### src/rtl/serializer_dbuf_pkg.sv
// Shared types and constants for the double-buffered UART transmit serializer.
package serializer_pkg;

    typedef enum logic {
        ST_IDLE  = 1'b0,
        ST_SHIFT = 1'b1
    } state_t;

    localparam logic PAR_EVEN = 1'b0;
    localparam logic PAR_ODD  = 1'b1;

    // Bit-counter width; never narrower than one bit.
    function automatic int cnt_width(input int dw);
        return (dw <= 2) ? 1 : $clog2(dw);
    endfunction

endpackage

### src/rtl/serializer_dbuf_if.sv
// Word handshake plus serial/controller signals between the UART TX controller and the serializer.
interface serializer_dbuf_if #(
    parameter int DATA_WIDTH = 8
);
    logic [DATA_WIDTH-1:0] p_data;
    logic                  data_valid;
    logic                  data_ready;
    logic                  ser_en;
    logic                  par_type;
    logic                  ser_data;
    logic                  ser_done;
    logic                  par_bit;
    logic                  busy;

    modport master (
        output p_data, data_valid, ser_en, par_type,
        input  data_ready, ser_data, ser_done, par_bit, busy
    );

    modport slave (
        input  p_data, data_valid, ser_en, par_type,
        output data_ready, ser_data, ser_done, par_bit, busy
    );
endinterface

### src/rtl/serializer_dbuf_hold_buf.sv
// One-entry holding buffer: captures a word when empty, released when the shift register loads.
module ser_hold_buf #(
    parameter int DATA_WIDTH = 8
) (
    input  logic                  clk,
    input  logic                  rst,
    input  logic [DATA_WIDTH-1:0] i_data,
    input  logic                  i_valid,
    input  logic                  i_take,
    output logic [DATA_WIDTH-1:0] o_data,
    output logic                  o_full
);
    logic [DATA_WIDTH-1:0] r_data;
    logic                  r_full;

    // Take only happens while full and accept only while empty, so they never collide.
    always_ff @(posedge clk or posedge rst) begin
        if (rst) begin
            r_data <= '0;
            r_full <= 1'b0;
        end else if (i_take) begin
            r_full <= 1'b0;
        end else if (i_valid && !r_full) begin
            r_data <= i_data;
            r_full <= 1'b1;
        end
    end

    assign o_data = r_data;
    assign o_full = r_full;
endmodule

### src/rtl/serializer_dbuf.sv
// Double-buffered parallel-to-serial shifter with registered parity for the UART transmit path.
module serializer_dbuf
    import serializer_pkg::*;
#(
    parameter int DATA_WIDTH = 8,
    parameter int MSB_FIRST  = 0
) (
    input  logic            clk,
    input  logic            rst,
    serializer_dbuf_if.slave bus
);
    localparam int             CW   = cnt_width(DATA_WIDTH);
    localparam logic [CW-1:0]  LAST = CW'(DATA_WIDTH - 1);

    state_t                r_state;
    state_t                w_state_nxt;
    logic [DATA_WIDTH-1:0] r_sr;
    logic [CW-1:0]         r_cnt;
    logic                  r_par_q;
    logic [DATA_WIDTH-1:0] w_hb_data;
    logic                  w_hb_full;
    logic                  w_load;
    logic                  w_last;

    ser_hold_buf #(.DATA_WIDTH(DATA_WIDTH)) u_hold_buf (
        .clk     (clk),
        .rst     (rst),
        .i_data  (bus.p_data),
        .i_valid (bus.data_valid),
        .i_take  (w_load),
        .o_data  (w_hb_data),
        .o_full  (w_hb_full)
    );

    assign w_load = (r_state == ST_IDLE) && bus.ser_en && w_hb_full;
    assign w_last = (r_state == ST_SHIFT) && (r_cnt == LAST);

    always_ff @(posedge clk or posedge rst) begin
        if (rst) r_state <= ST_IDLE;
        else     r_state <= w_state_nxt;
    end

    always_comb begin
        w_state_nxt = r_state;
        case (r_state)
            ST_IDLE:  if (w_load) w_state_nxt = ST_SHIFT;
            ST_SHIFT: if (bus.ser_en && w_last) w_state_nxt = ST_IDLE;
            default:  w_state_nxt = ST_IDLE;
        endcase
    end

    // Shift toward the output end with zero fill; a low ser_en freezes everything.
    always_ff @(posedge clk or posedge rst) begin
        if (rst) begin
            r_sr    <= '0;
            r_cnt   <= '0;
            r_par_q <= 1'b0;
        end else if (w_load) begin
            r_sr    <= w_hb_data;
            r_cnt   <= '0;
            r_par_q <= (^w_hb_data) ^ (bus.par_type == PAR_ODD);
        end else if ((r_state == ST_SHIFT) && bus.ser_en) begin
            r_cnt <= w_last ? '0 : r_cnt + 1'b1;
            if (MSB_FIRST != 0) r_sr <= {r_sr[DATA_WIDTH-2:0], 1'b0};
            else                r_sr <= {1'b0, r_sr[DATA_WIDTH-1:1]};
        end
    end

    always_comb begin
        bus.ser_data = 1'b0;
        if (r_state == ST_SHIFT)
            bus.ser_data = (MSB_FIRST != 0) ? r_sr[DATA_WIDTH-1] : r_sr[0];
        bus.ser_done   = w_last;
        bus.par_bit    = r_par_q;
        bus.busy       = (r_state == ST_SHIFT) || w_hb_full;
        bus.data_ready = !w_hb_full;
    end
endmodule

### src/flat_wrapper.sv
// flat-port wrapper written by rule: the top's interface ports become plain ports
module serializer_dbuf_flat import serializer_pkg::*;
#(
    parameter int DATA_WIDTH = 8,
    parameter int MSB_FIRST  = 0
)
  (clk, rst, bus_p_data, bus_data_valid, bus_ser_en, bus_par_type, bus_data_ready, bus_ser_data, bus_ser_done, bus_par_bit, bus_busy);
  serializer_dbuf_if #(.DATA_WIDTH(DATA_WIDTH)) bus_i ();
  input  logic clk;
  input  logic rst;
  input wire logic [$bits(bus_i.p_data)-1:0] bus_p_data;
  input wire logic [$bits(bus_i.data_valid)-1:0] bus_data_valid;
  input wire logic [$bits(bus_i.ser_en)-1:0] bus_ser_en;
  input wire logic [$bits(bus_i.par_type)-1:0] bus_par_type;
  output wire logic [$bits(bus_i.data_ready)-1:0] bus_data_ready;
  output wire logic [$bits(bus_i.ser_data)-1:0] bus_ser_data;
  output wire logic [$bits(bus_i.ser_done)-1:0] bus_ser_done;
  output wire logic [$bits(bus_i.par_bit)-1:0] bus_par_bit;
  output wire logic [$bits(bus_i.busy)-1:0] bus_busy;
  assign bus_i.p_data = bus_p_data;
  assign bus_i.data_valid = bus_data_valid;
  assign bus_i.ser_en = bus_ser_en;
  assign bus_i.par_type = bus_par_type;
  assign bus_data_ready = bus_i.data_ready;
  assign bus_ser_data = bus_i.ser_data;
  assign bus_ser_done = bus_i.ser_done;
  assign bus_par_bit = bus_i.par_bit;
  assign bus_busy = bus_i.busy;
  serializer_dbuf #(.DATA_WIDTH(DATA_WIDTH), .MSB_FIRST(MSB_FIRST)) u_core (.clk(clk), .rst(rst), .bus(bus_i));
endmodule
### config.mk
export PLATFORM = sky130hd
export DESIGN_NAME = serializer_dbuf_flat
export DESIGN_NICKNAME = d
export VERILOG_FILES = /design/src/rtl/serializer_dbuf_pkg.sv /design/src/rtl/serializer_dbuf_if.sv /design/src/rtl/serializer_dbuf_hold_buf.sv /design/src/rtl/serializer_dbuf.sv /design/src/flat_wrapper.sv
export SDC_FILE = /design/constraint.sdc
export NUM_CORES = 1
export LEC_CHECK = 0
export CAP_MARGIN = 30
export CORE_UTILIZATION = 54
export DETAILED_ROUTE_END_ITERATION = 12
export PLACE_DENSITY_LB_ADDON = 0.15
export RECOVER_POWER = 25
export SLEW_MARGIN = 0
export SYNTH_ARGS = -nofsm -noshare
export SYNTH_HDL_FRONTEND = slang
export SYNTH_SLANG_ARGS = --single-unit
### constraint.sdc
create_clock -name clk -period 2.7 [get_ports clk]
set_input_delay 0.54 -clock clk [delete_from_list [all_inputs] [get_ports clk]]
set_output_delay 0.54 -clock clk [all_outputs]
set_load 0.01 [all_outputs]
==> report_table.html, run 1 <==
<table>
<tr><th>Metric</th><th>Value</th></tr>
<tr><th colspan="2">Outcome</th></tr>
<tr><td>Status</td><td>finished clean</td></tr>
<tr><th colspan="2">Logic synthesis</th></tr>
<tr><td>Number of cells produced by synthesis</td><td>88</td></tr>
<tr><td>Synth area leader</td><td>sky130_fd_sc_hd__dfrtp_1</td></tr>
<tr><td>Fraction of the mapped netlist area in compound gates</td><td>0.1550</td></tr>
<tr><td>Unique cell type count in the Yosys netlist</td><td>21</td></tr>
<tr><td>Count of state elements after synthesis</td><td>22</td></tr>
<tr><td>Synthesized net count</td><td>103</td></tr>
<tr><td>YS warnings</td><td>0</td></tr>
<tr><td>Area fraction of the dominant cell type after synthesis</td><td>0.5327</td></tr>
<tr><td>Post-synth ARST share</td><td>1.000</td></tr>
<tr><td>Simple-gate portion of the synthesized area</td><td>0.08475</td></tr>
<tr><td>Number of synthesized flops with an enable pin</td><td>0</td></tr>
<tr><td>Synthesized-area fraction occupied by adder cells</td><td>0.02421</td></tr>
<tr><td>Dominant combinational cell family by area after synthesis</td><td>compound AO/OA/AOI/OAI gates</td></tr>
<tr><td>Xor-xnor portion of the synthesized cell area</td><td>0.07264</td></tr>
<tr><td>Most numerous cell in the Yosys netlist</td><td>sky130_fd_sc_hd__dfrtp_1</td></tr>
<tr><td>Multiplexer share of the synthesized area</td><td>0.09806</td></tr>
<tr><td>Post-synthesis area per instance</td><td>11.74 µm²</td></tr>
<tr><td>Share of the yosys chip area belonging to registers</td><td>0.5327</td></tr>
<tr><td>Main synth FF type</td><td>sky130_fd_sc_hd__dfrtp_1</td></tr>
<tr><td>Top cells by instance count after synthesis</td><td>22 x sky130_fd_sc_hd__dfrtp_1, 10 x sky130_fd_sc_hd__a22o_1, 9 x sky130_fd_sc_hd__mux2_2, 8 x sky130_fd_sc_hd__nand2_1</td></tr>
<tr><td>Top cells by area, synth</td><td>sky130_fd_sc_hd__dfrtp_1 53%, sky130_fd_sc_hd__mux2_2 9.8%, sky130_fd_sc_hd__a22o_1 8.5%</td></tr>
<tr><td>Cell area after synthesis</td><td>1033 µm²</td></tr>
<tr><th colspan="2">Routing</th></tr>
<tr><td>Total routed wirelength</td><td>1.790 mm</td></tr>
<tr><td>Drt first-iter violations</td><td>3</td></tr>
<tr><td>Residual DRC count</td><td>0</td></tr>
<tr><td>Routed Antenna Nets</td><td>0</td></tr>
<tr><td>Wire length per cell after detailed routing</td><td>13.66 µm</td></tr>
<tr><td>Vias per cell</td><td>5.450</td></tr>
<tr><td>Drt first pass iters</td><td>4</td></tr>
<tr><td>Via Count</td><td>714</td></tr>
<tr><th colspan="2">Pwr</th></tr>
<tr><td>Power per cell area</td><td>1152 nW/µm²</td></tr>
<tr><td>Net switching power of the design</td><td>460.8 µW</td></tr>
<tr><td>Static Leak</td><td>0.0005682 µW</td></tr>
<tr><td>Switching portion of total power</td><td>0.3134</td></tr>
<tr><td>Share of power burned in combinational logic</td><td>0.405</td></tr>
<tr><td>Clk network pwr share</td><td>0.172</td></tr>
<tr><td>Part of the total power dissipated in sequential elements</td><td>0.423</td></tr>
<tr><td>Internal power</td><td>1009 µW</td></tr>
<tr><td>IR drop worst, VDD</td><td>0.7649 mV</td></tr>
<tr><th colspan="2">Worst hold path</th></tr>
<tr><td>Path category of the worst min-delay check</td><td>reg -&gt; reg</td></tr>
<tr><th colspan="2">GRT</th></tr>
<tr><td>Remaining global-route overflow</td><td>0</td></tr>
<tr><td>Total GRT Usage</td><td>0.2103</td></tr>
<tr><td>Vias in the first global route</td><td>718</td></tr>
<tr><td>Initial antenna violation count</td><td>0</td></tr>
<tr><td>Largest net degree at the start of global routing</td><td>23</td></tr>
<tr><td>Global-route wire length before repair</td><td>3.084 mm</td></tr>
<tr><th colspan="2">Clock network</th></tr>
<tr><td>Worst-case clock buffer depth</td><td>2</td></tr>
<tr><td>Number of hold-repair buffers added at the cts stage</td><td>0</td></tr>
<tr><td>Post-cts repair resize count</td><td>0</td></tr>
<tr><td>TritonCTS clock tree</td><td>built</td></tr>
<tr><td>Number of CTS-inserted buffers</td><td>3</td></tr>
<tr><td>Insertion delay of the later-clocked pin in the worst-skew pair</td><td>0.31 ns</td></tr>
<tr><td>Postcts setup bufs</td><td>0</td></tr>
<tr><td>Clock transition at the registers of the reported paths</td><td>0.13 ns</td></tr>
<tr><td>Sinks on Clock Net</td><td>22</td></tr>
<tr><td>Root buffer cell</td><td>sky130_fd_sc_hd__clkbuf_4</td></tr>
<tr><td>Level count of the clock H-tree</td><td>1</td></tr>
<tr><th colspan="2">STA</th></tr>
<tr><td>Number of failing hold endpoints at the final stage</td><td>0</td></tr>
<tr><td>Final count of negative-setup-slack endpoints</td><td>0</td></tr>
<tr><td>Worst-margin pin slew</td><td>0.8002 ns</td></tr>
<tr><td>Setup tns final</td><td>0 ns</td></tr>
<tr><td>Timing-limited maximum frequency</td><td>0.4365 GHz</td></tr>
<tr><td>Final period demand of the worst path</td><td>2.291 ns</td></tr>
<tr><td>Number of max-slew violations in the final report</td><td>0</td></tr>
<tr><td>Largest clock skew in the final design</td><td>0.005487 ns</td></tr>
<tr><td>Final worst-path setup slack</td><td>0.4089 ns</td></tr>
<tr><td>Slew headroom</td><td>0.4660</td></tr>
<tr><td>Setup repair after global routing missed its margin</td><td>false</td></tr>
<tr><td>Final clock period utilization by the worst path</td><td>0.8486</td></tr>
<tr><th colspan="2">Floorplanning</th></tr>
<tr><td>Starting density of the core</td><td>0.5858</td></tr>
<tr><td>Total number of placement rows</td><td>15</td></tr>
<tr><td>Die Footprint</td><td>2093 µm²</td></tr>
<tr><td>Die height</td><td>45.75 µm</td></tr>
<tr><td>Width of the chip</td><td>45.75 µm</td></tr>
<tr><td>Top-level port count</td><td>18</td></tr>
<tr><td>Core ar.</td><td>1764 µm²</td></tr>
<tr><th colspan="2">Placement</th></tr>
<tr><td>Final Wtd Congestion</td><td>0.7633</td></tr>
<tr><td>Placement-stage worst setup slack</td><td>0.5807 ns</td></tr>
<tr><td>Input/output buffers</td><td>17</td></tr>
<tr><td>Post-detail-place hpwl</td><td>1.296 mm</td></tr>
<tr><th colspan="2">Critical path</th></tr>
<tr><td>Critical path required time</td><td>2.16 ns</td></tr>
<tr><td>CP max FO</td><td>3</td></tr>
<tr><td>Critical Path Start Type</td><td>register</td></tr>
<tr><td>Crit path capture type</td><td>output pin</td></tr>
<tr><td>Worst Path Arrival</td><td>1.75 ns</td></tr>
<tr><td>Crit Path Category</td><td>reg -&gt; out</td></tr>
<tr><th colspan="2">Final layout</th></tr>
<tr><td>Ant diodes</td><td>0</td></tr>
<tr><td>Area growth from synthesis to layout</td><td>23.49%</td></tr>
<tr><td>Net count of the finished layout</td><td>122</td></tr>
<tr><td>Layout cell share with drive strength beyond 1</td><td>0.1321</td></tr>
<tr><th colspan="2">Job</th></tr>
<tr><td>Reported max-cap violation count</td><td>0</td></tr>
</table>
-- cells by family after synthesis --
kind of cell             count (synthesis)
AO/OA/AOI/OAI                           23
XOR/XNOR                                 7
adder cells (fa/ha/maj)                  2
buffers and inverters                    8
flip-flops                              22
multiplexers                             9
AND/OR/NAND/NOR                         17
-- worst max-delay path, stage by stage (launching register included) --
cell and delay (ns):
sky130_fd_sc_hd__dfrtp_1 0.41, sky130_fd_sc_hd__ha_1 0.21, sky130_fd_sc_hd__ha_1 0.20, sky130_fd_sc_hd__and2_1 0.16
sky130_fd_sc_hd__clkdlybuf4s50_1 0.47
-- per-layer routing --
metal,vias up,wire length (µm),GRT usage
li1,347,-,-
met1,352,817,0.2592
met2,11,891,0.3543
met3,4,44,0.02381
met4,0,36,0.1235
met5,-,0,0
-- metrics by stage --
step                cell area, µm²    util  total power (µW)  std cells  hold slack [ns]
finish                        1276  0.7234              1470        131           0.5103
CTS                           1276  0.7234              1486        131           0.5180
floorplan                     1033       -              1076         88           0.4644
detailed placement            1224  0.6936              1228        127           0.4811
global route                  1276  0.7234              1573        131           0.5402
global placement              1224  0.6936              1203        127           0.4846
-- path summary, 6_finish.rpt --
kind / startpoint / endpoint / slack (ns) / cells after the start
setup / recovery: u_core.r_cnt[0] / bus_ser_done / 0.41 / 4
hold / removal: u_core.r_sr[0] / u_core.r_sr[0] / 0.51 / 1
setup reg to reg: u_core.u_hold_buf.o_full / u_core.u_hold_buf.o_data[7] / 1.10 / 2
hold reg to reg: u_core.r_sr[0] / u_core.r_sr[0] / 0.51 / 1
max in group asynchronous: rst / u_core.r_sr[5] / 1.40 / 2
min in group asynchronous: rst / u_core.u_hold_buf.o_data[0] / 0.80 / 2
-- power by group through the flow --
stage / logic, µW / clock network (µW) / registers (µW)
final: 595 / 253 / 623
after global routing: 662 / 266 / 645
after CTS: 605 / 259 / 622
after detailed placement: 600 / 0 / 628
after global placement: 582 / 0 / 621
after floorplan: 502 / 0 / 574
-- cells in the final DEF (no fill, tap or decap), types with 3 or more instances in the layout --
cell                              count
sky130_fd_sc_hd__o22ai_1              4
sky130_fd_sc_hd__o21ai_0              3
sky130_fd_sc_hd__clkbuf_4             3
sky130_fd_sc_hd__inv_1                4
sky130_fd_sc_hd__a22o_1              10
sky130_fd_sc_hd__xnor2_1              4
sky130_fd_sc_hd__clkdlybuf4s50_1     16
sky130_fd_sc_hd__dfrtp_1             22
sky130_fd_sc_hd__a21oi_1              4
sky130_fd_sc_hd__mux2_2               9
sky130_fd_sc_hd__nand3b_1             3
sky130_fd_sc_hd__nand2_1              8
-- layout make-up --
type	instances	area [µm²]
multi-input cells	58	449.2
repair buffers	18	177.7
fillers	159	488.0
clock buffers	3	22.52
inverters	4	15.01
flip-flops and latches	22	550.5
clock inverters	1	30.03
well taps	25	31.28
-- sequential cells by signal (all words and copies together), names as in the netlist --
name,count
u_core.bus.par_bit,1
u_core.r_cnt,3
u_core.r_sr,8
u_core.r_state,1
u_core.u_hold_buf.o_data,8
u_core.u_hold_buf.o_full,1
Note: power is estimated with default switching activity, not from simulation.
==> inputs of run 2 (changes only) <==
--- a/config.mk
+++ b/config.mk
@@ -6,7 +6,7 @@
 export NUM_CORES = 1
 export LEC_CHECK = 0
 export CAP_MARGIN = 30
-export CORE_UTILIZATION = 54
+export CORE_UTILIZATION = 46
 export DETAILED_ROUTE_END_ITERATION = 12
 export PLACE_DENSITY_LB_ADDON = 0.15
 export RECOVER_POWER = 25
==> constraint.sdc (replaced) <==
create_clock -name clk -period 1.9 [get_ports clk]
set_input_delay 0.38 -clock clk [delete_from_list [all_inputs] [get_ports clk]]
set_output_delay 0.38 -clock clk [all_outputs]
set_load 0.01 [all_outputs]
==> run 2 against run 1 <==
Against the previous run: flip-flop and latch count unchanged; via count increased by 5.9%; sequential share of layout area decreased by 1.1 points; power increased by 40%; die area increased by 17%; register-to-register slack got worse by 0.64 ns; routed wire length increased by 12%; largest cell class unchanged.
==> report_table.html, run 2 (synthesis results as in run 1) <==
<table>
<tr><th>Metric</th><th>Value</th></tr>
<tr><th colspan="2">Routing</th></tr>
<tr><td>Total routed wirelength</td><td>2.000 mm (+12%)</td></tr>
<tr><td>Vias per cell</td><td>5.400 (-0.92%)</td></tr>
<tr><td>Wire length per cell after detailed routing</td><td>14.29 µm (+4.5%)</td></tr>
<tr><td>Routed Antenna Nets</td><td>0 (unchanged)</td></tr>
<tr><td>Via Count</td><td>756 (+5.9%)</td></tr>
<tr><td>Drt first pass iters</td><td>4 (unchanged)</td></tr>
<tr><td>Drt first-iter violations</td><td>14 (+11)</td></tr>
<tr><td>Residual DRC count</td><td>0 (unchanged)</td></tr>
<tr><th colspan="2">Placement</th></tr>
<tr><td>Final Wtd Congestion</td><td>0.7564 (-0.90%)</td></tr>
<tr><td>Placement-stage worst setup slack</td><td>0.1156 ns (-0.4651 ns)</td></tr>
<tr><td>Input/output buffers</td><td>17 (unchanged)</td></tr>
<tr><td>Post-detail-place hpwl</td><td>1.450 mm (+12%)</td></tr>
<tr><th colspan="2">Final layout</th></tr>
<tr><td>Net count of the finished layout</td><td>129 (+5.7%)</td></tr>
<tr><td>Area growth from synthesis to layout</td><td>27.00%</td></tr>
<tr><td>Leading cell type in the layout, fill and taps excluded</td><td>sky130_fd_sc_hd__dfrtp_1</td></tr>
<tr><td>Core Util, Final</td><td>0.6428 (-0.08063)</td></tr>
<tr><td>Most frequent cells in the layout</td><td>21 x sky130_fd_sc_hd__dfrtp_1, 15 x sky130_fd_sc_hd__clkdlybuf4s50_1, 10 x sky130_fd_sc_hd__a22o_1</td></tr>
<tr><td>Number of inserted filler cells in the final layout</td><td>186 (+17%)</td></tr>
<tr><td>Ant diodes</td><td>0 (unchanged)</td></tr>
<tr><td>Layout cell share with drive strength beyond 1</td><td>0.2035 (+0.07146)</td></tr>
<tr><th colspan="2">STA</th></tr>
<tr><td>Slew headroom</td><td>0.2045 (-0.2615)</td></tr>
<tr><td>Setup repair after global routing missed its margin</td><td>false</td></tr>
<tr><td>Worst-margin pin slew</td><td>1.193 ns (+0.3931 ns)</td></tr>
<tr><td>Timing-limited maximum frequency</td><td>0.5635 GHz</td></tr>
<tr><td>Setup tns final</td><td>0 ns (unchanged)</td></tr>
<tr><td>Number of failing hold endpoints at the final stage</td><td>0 (unchanged)</td></tr>
<tr><td>Final worst-path setup slack</td><td>0.1253 ns (-0.2835 ns)</td></tr>
<tr><td>Final period demand of the worst path</td><td>1.775 ns</td></tr>
<tr><td>Largest clock skew in the final design</td><td>0.006936 ns (+0.001448 ns)</td></tr>
<tr><td>Final count of negative-setup-slack endpoints</td><td>0 (unchanged)</td></tr>
<tr><td>Worst Hold Slack</td><td>0.5038 ns (-0.006530 ns)</td></tr>
<tr><td>Number of max-slew violations in the final report</td><td>0 (unchanged)</td></tr>
<tr><td>Final clock period utilization by the worst path</td><td>0.9340</td></tr>
<tr><th colspan="2">Floorplanning</th></tr>
<tr><td>Die Footprint</td><td>2440 µm² (+17%)</td></tr>
<tr><td>Top-level port count</td><td>18 (unchanged)</td></tr>
<tr><td>Core ar.</td><td>2042 µm² (+16%)</td></tr>
<tr><td>Total number of placement rows</td><td>16 (+1)</td></tr>
<tr><td>Starting density of the core</td><td>0.5061 (-0.07969)</td></tr>
<tr><td>Width of the chip</td><td>49.40 µm (+8.0%)</td></tr>
<tr><td>Die height</td><td>49.40 µm (+8.0%)</td></tr>
<tr><th colspan="2">GRT</th></tr>
<tr><td>Initial antenna violation count</td><td>0 (unchanged)</td></tr>
<tr><td>Global-route wire length before repair</td><td>3.505 mm (+14%)</td></tr>
<tr><td>Total GRT Usage</td><td>0.1920 (-0.01823)</td></tr>
<tr><td>Remaining global-route overflow</td><td>0 (unchanged)</td></tr>
<tr><td>Largest net degree at the start of global routing</td><td>23 (unchanged)</td></tr>
<tr><td>Vias in the first global route</td><td>782 (+8.9%)</td></tr>
<tr><th colspan="2">Clock network</th></tr>
<tr><td>Number of hold-repair buffers added at the cts stage</td><td>0 (unchanged)</td></tr>
<tr><td>Worst-case clock buffer depth</td><td>2 (unchanged)</td></tr>
<tr><td>Clock transition at the registers of the reported paths</td><td>0.12 ns (about the same)</td></tr>
<tr><td>TritonCTS clock tree</td><td>built</td></tr>
<tr><td>Root buffer cell</td><td>sky130_fd_sc_hd__clkbuf_4</td></tr>
<tr><td>Insertion delay of the later-clocked pin in the worst-skew pair</td><td>0.31 ns (about the same)</td></tr>
<tr><td>Level count of the clock H-tree</td><td>1 (unchanged)</td></tr>
<tr><td>Sinks on Clock Net</td><td>22 (unchanged)</td></tr>
<tr><td>Number of CTS-inserted buffers</td><td>3 (unchanged)</td></tr>
<tr><th colspan="2">Critical path</th></tr>
<tr><td>Slowest stage cell on the critical path</td><td>sky130_fd_sc_hd__dfrtp_2</td></tr>
<tr><td>CP max FO</td><td>7 (+4)</td></tr>
<tr><td>Ordered cell list for the critical path</td><td>and2_1, clkdlybuf4s50_1</td></tr>
<tr><td>Crit path capture type</td><td>output pin</td></tr>
<tr><td>Highest cell delay on the worst timing path</td><td>0.46 ns (about the same)</td></tr>
<tr><td>Crit Path Category</td><td>reg -&gt; out</td></tr>
<tr><td>Critical Path Start Type</td><td>register</td></tr>
<tr><td>Worst Path Arrival</td><td>1.39 ns (-0.36 ns)</td></tr>
<tr><td>Critical path required time</td><td>1.52 ns (-0.64 ns)</td></tr>
<tr><th colspan="2">Pwr</th></tr>
<tr><td>IR drop worst, VDD</td><td>1.061 mV (+39%)</td></tr>
<tr><td>Power per cell area</td><td>1563 nW/µm² (+36%)</td></tr>
<tr><td>Static Leak</td><td>0.0005890 µW (+3.7%)</td></tr>
<tr><td>Overall Power</td><td>2052 µW (+40%)</td></tr>
<tr><th colspan="2">Worst hold path</th></tr>
<tr><td>Path category of the worst min-delay check</td><td>reg -&gt; reg</td></tr>
<tr><th colspan="2">Outcome</th></tr>
<tr><td>Status</td><td>finished clean</td></tr>
<tr><th colspan="2">Job</th></tr>
<tr><td>Reported max-cap violation count</td><td>0 (unchanged)</td></tr>
</table>
run 2: cell type report:
type                       count  area (µm²)  area share
clock buffer                   4       36.28     0.02765
inverter                       4       15.01     0.01144
multi-input combinational     58       451.7      0.3441
sequential                    22       551.8      0.4204
tap                           27       33.78     0.02574
timing repair buffer          25       224.0      0.1706
run 2: what timing repair did:
item / CTS / global route
buffers inserted: 1 / 1
endpoints found under the setup margin: 2 / 2
pin swaps: 0 / 0
gates resized for setup: 4 / 2
run 2: through the flow:
step	area [µm²]	instances
2_1_floorplan	1033	88
3_3_place_gp	1264	134
3_5_place_dp	1264	134
4_1_cts	1311	139
5_1_grt	1313	140
6_report	1313	140
run 2: final timing paths:
check / start / endpoint / slack, ns / depth (start not counted)
worst max register to register: u_core.r_state / u_core.bus.par_bit / 0.46 / 6
max in group asynchronous: rst / u_core.r_state / 0.35 / 3
min in group asynchronous: rst / u_core.u_hold_buf.o_data[0] / 0.75 / 3
worst max-delay path: u_core.r_state / bus_ser_data / 0.13 / 2
worst min-delay path: u_core.bus.par_bit / u_core.bus.par_bit / 0.50 / 2
worst min register to register: u_core.bus.par_bit / u_core.bus.par_bit / 0.50 / 2
run 2: critical path, delay by kind of cell (launching register included):
kind                   cells  cell delay, ns
AND/OR/NAND/NOR            1            0.17
buffers and inverters      1            0.46
flip-flops                 1            0.46
run 2: per-layer routing:
metal / share of wire / up-vias / GRT usage
met5: 0 / - / 0
met4: 0.0060 / 0 / 0.04286
li1: - / 362 / -
met3: 0.035 / 2 / 0.04673
met1: 0.45 / 372 / 0.2429
met2: 0.51 / 20 / 0.3311
run 2: where the power goes:
part | switching (µW) | leakage (µW) | total (µW) | internal (µW)
combinational | 349 | 0.000307 | 931 | 582
clock | 138 | 0.0000210 | 255 | 117
sequential | 179 | 0.000261 | 866 | 687
==> inputs of run 3 (changes only) <==
--- a/config.mk
+++ b/config.mk
@@ -7,6 +7,7 @@
 export LEC_CHECK = 0
 export CAP_MARGIN = 30
 export CORE_UTILIZATION = 46
+export CTS_BUF_LIST = sky130_fd_sc_hd__clkbuf_8 sky130_fd_sc_hd__clkbuf_16
 export DETAILED_ROUTE_END_ITERATION = 12
 export PLACE_DENSITY_LB_ADDON = 0.15
 export RECOVER_POWER = 25
==> run 3 against run 2 <==
Against the previous run: global-route usage up 0.17 points; maximum frequency down 3.1%; routed wire length down 4.7%; power up 2.7%; count of clock-buffer cells in the layout unchanged; critical path depth up 2; clock power up 32%; flip-flop and latch count unchanged; via count down 1.9%; worst hold slack worse by 0.0072 ns; final area up 0.86%.
==> report_table.html, run 3 (synthesis results as in run 1) <==
<table>
<tr><th>Metric</th><th>Value</th></tr>
<tr><th colspan="2">GRT</th></tr>
<tr><td>Global-route wire length before repair</td><td>3.505 mm (unchanged)</td></tr>
<tr><td>Remaining global-route overflow</td><td>0 (unchanged)</td></tr>
<tr><td>Initial antenna violation count</td><td>0 (unchanged)</td></tr>
<tr><td>Total GRT Usage</td><td>0.1938 (+0.001736)</td></tr>
<tr><td>Vias in the first global route</td><td>772 (-1.3%)</td></tr>
<tr><td>Largest net degree at the start of global routing</td><td>23 (unchanged)</td></tr>
<tr><th colspan="2">Critical path</th></tr>
<tr><td>Worst Path Arrival</td><td>1.45 ns (+0.06 ns)</td></tr>
<tr><td>Critical path required time</td><td>1.52 ns (about the same)</td></tr>
<tr><td>CP max FO</td><td>3 (-4)</td></tr>
<tr><td>Critical Path Start Type</td><td>register</td></tr>
<tr><td>Crit path capture type</td><td>output pin</td></tr>
<tr><td>Crit Path Category</td><td>reg -&gt; out</td></tr>
<tr><td>Crit. Startpoint</td><td>u_core.r_cnt[0]</td></tr>
<tr><td>Reg2reg start</td><td>u_core.u_hold_buf.o_full</td></tr>
<tr><th colspan="2">Pwr</th></tr>
<tr><td>Power per cell area</td><td>1592 nW/µm² (+1.8%)</td></tr>
<tr><td>IR drop worst, VDD</td><td>0.9602 mV (-9.5%)</td></tr>
<tr><td>Overall Power</td><td>2107 µW (+2.7%)</td></tr>
<tr><td>Static Leak</td><td>0.0005931 µW (+0.69%)</td></tr>
<tr><th colspan="2">Floorplanning</th></tr>
<tr><td>Total number of placement rows</td><td>16 (unchanged)</td></tr>
<tr><td>Die height</td><td>49.40 µm (unchanged)</td></tr>
<tr><td>Die Footprint</td><td>2440 µm² (unchanged)</td></tr>
<tr><td>Width of the chip</td><td>49.40 µm (unchanged)</td></tr>
<tr><td>Top-level port count</td><td>18 (unchanged)</td></tr>
<tr><td>Starting density of the core</td><td>0.5061 (unchanged)</td></tr>
<tr><td>Core ar.</td><td>2042 µm² (unchanged)</td></tr>
<tr><th colspan="2">Clock network</th></tr>
<tr><td>Level count of the clock H-tree</td><td>1 (unchanged)</td></tr>
<tr><td>Root buffer cell</td><td>sky130_fd_sc_hd__clkbuf_8</td></tr>
<tr><td>Postcts setup bufs</td><td>0 (-1)</td></tr>
<tr><td>Sinks on Clock Net</td><td>22 (unchanged)</td></tr>
<tr><td>TritonCTS clock tree</td><td>built</td></tr>
<tr><td>Insertion delay of the later-clocked pin in the worst-skew pair</td><td>0.26 ns (-0.05 ns)</td></tr>
<tr><td>Number of CTS-inserted buffers</td><td>3 (unchanged)</td></tr>
<tr><td>Clock transition at the registers of the reported paths</td><td>0.08 ns (-0.04 ns)</td></tr>
<tr><td>Worst-case clock buffer depth</td><td>2 (unchanged)</td></tr>
<tr><th colspan="2">STA</th></tr>
<tr><td>Setup repair after global routing missed its margin</td><td>false</td></tr>
<tr><td>Worst-margin pin slew</td><td>0.3013 ns (-0.8920 ns)</td></tr>
<tr><td>Slew headroom</td><td>0.7987 (+0.5942)</td></tr>
<tr><td>Number of max-slew violations in the final report</td><td>0 (unchanged)</td></tr>
<tr><td>Timing-limited maximum frequency</td><td>0.5463 GHz (-3.1%)</td></tr>
<tr><td>Setup tns final</td><td>0 ns (unchanged)</td></tr>
<tr><td>Final clock period utilization by the worst path</td><td>0.9635 (+0.02945)</td></tr>
<tr><td>Final period demand of the worst path</td><td>1.831 ns (+0.05596 ns)</td></tr>
<tr><td>Largest clock skew in the final design</td><td>0.003490 ns (-0.003446 ns)</td></tr>
<tr><td>Final count of negative-setup-slack endpoints</td><td>0 (unchanged)</td></tr>
<tr><td>Number of failing hold endpoints at the final stage</td><td>0 (unchanged)</td></tr>
<tr><td>Final worst-path setup slack</td><td>0.06937 ns (-0.05596 ns)</td></tr>
<tr><th colspan="2">Routing</th></tr>
<tr><td>Total routed wirelength</td><td>1.907 mm (-4.7%)</td></tr>
<tr><td>Drt first-iter violations</td><td>8 (-6)</td></tr>
<tr><td>Routed Antenna Nets</td><td>0 (unchanged)</td></tr>
<tr><td>Vias per cell</td><td>5.377 (-0.43%)</td></tr>
<tr><td>Residual DRC count</td><td>0 (unchanged)</td></tr>
<tr><td>Wire length per cell after detailed routing</td><td>13.82 µm (-3.3%)</td></tr>
<tr><td>Via Count</td><td>742 (-1.9%)</td></tr>
<tr><td>Drt first pass iters</td><td>4 (unchanged)</td></tr>
<tr><th colspan="2">Final layout</th></tr>
<tr><td>Net count of the finished layout</td><td>127 (-1.6%)</td></tr>
<tr><td>Ant diodes</td><td>0 (unchanged)</td></tr>
<tr><td>Core Util, Final</td><td>0.6483 (+0.005514)</td></tr>
<tr><td>Leading cell type in the layout, fill and taps excluded</td><td>sky130_fd_sc_hd__dfrtp_1</td></tr>
<tr><td>Area growth from synthesis to layout</td><td>28.09%</td></tr>
<tr><td>Most frequent cells in the layout</td><td>21 x sky130_fd_sc_hd__dfrtp_1, 15 x sky130_fd_sc_hd__clkdlybuf4s50_1, 10 x sky130_fd_sc_hd__a22o_1</td></tr>
<tr><td>Fin area</td><td>1324 µm² (+0.86%)</td></tr>
<tr><td>Layout cell share with drive strength beyond 1</td><td>0.1982 (-0.005342)</td></tr>
<tr><th colspan="2">Job</th></tr>
<tr><td>Reported max-cap violation count</td><td>0 (unchanged)</td></tr>
<tr><th colspan="2">Placement</th></tr>
<tr><td>Placed Instance Area</td><td>1264 µm² (unchanged)</td></tr>
<tr><td>Final Wtd Congestion</td><td>0.7564 (unchanged)</td></tr>
<tr><td>Post-detail-place hpwl</td><td>1.450 mm (unchanged)</td></tr>
<tr><td>Input/output buffers</td><td>17 (unchanged)</td></tr>
<tr><td>Placement-stage worst setup slack</td><td>0.1156 ns (unchanged)</td></tr>
<tr><th colspan="2">Worst hold path</th></tr>
<tr><td>Start point of the worst min-delay path</td><td>u_core.bus.par_bit</td></tr>
<tr><td>Path category of the worst min-delay check</td><td>reg -&gt; reg</td></tr>
<tr><th colspan="2">Outcome</th></tr>
<tr><td>Status</td><td>finished clean</td></tr>
</table>
-- run 3: final cells by class --
| cell class | instances | area, µm² |
|---|---|---|
| clock buffers | 4 | 55.05 |
| fillers | 183 | 718.2 |
| inverters | 4 | 15.01 |
| multi-input cells | 58 | 454.2 |
| flip-flops and latches | 22 | 551.8 |
| well taps | 27 | 33.78 |
| repair buffers | 23 | 214.0 |
-- run 3: final timing paths --
check	endpoint	slack, ns	cells past startpoint
min in group asynchronous	u_core.u_hold_buf.o_data[0]	0.60	3
worst min register to register	u_core.bus.par_bit	0.50	2
worst max-delay path	bus_ser_done	0.07	4
max in group asynchronous	u_core.r_state	1.06	3
worst min-delay path	u_core.bus.par_bit	0.50	2
worst max register to register	u_core.u_hold_buf.o_data[0]	0.57	4
-- run 3: stage by stage --
stage,hold slack (ns),std cells
6_report,0.4966,138
3_3_place_gp,0.4801,134
5_1_grt,0.5173,138
3_5_place_dp,0.4782,134
4_1_cts,0.4734,138
2_1_floorplan,0.3692,88
-- run 3: worst max-delay path: stages (launching register included) --
cell	delay, ns
sky130_fd_sc_hd__dfrtp_1	0.40
sky130_fd_sc_hd__ha_2	0.19
sky130_fd_sc_hd__ha_2	0.18
sky130_fd_sc_hd__and2_1	0.15
sky130_fd_sc_hd__dlygate4sd2_1	0.27
-- run 3: timing repair --
item	CTS	global route
gates resized for setup	2	2
pin swaps	0	0
cloned	0	0
endpoints found under the setup margin	2	1
hold buffers	0	0
-- run 3: power by group --
group          total (µW)  leakage [µW]  internal, µW  switching [µW]
clock network         336     0.0000288           185             151
logic                 903      0.000303           567             336
registers             868      0.000261           689             179
-- run 3: metal layers --
| layer | global-route usage | part of all wire | up-vias |
|---|---|---|---|
| met1 | 0.2419 | 0.49 | 365 |
| met2 | 0.3311 | 0.46 | 15 |
| met3 | 0.05607 | 0.036 | 3 |
| li1 | - | - | 359 |
| met4 | 0.04286 | 0.010 | 0 |
| met5 | 0 | 0 | - |
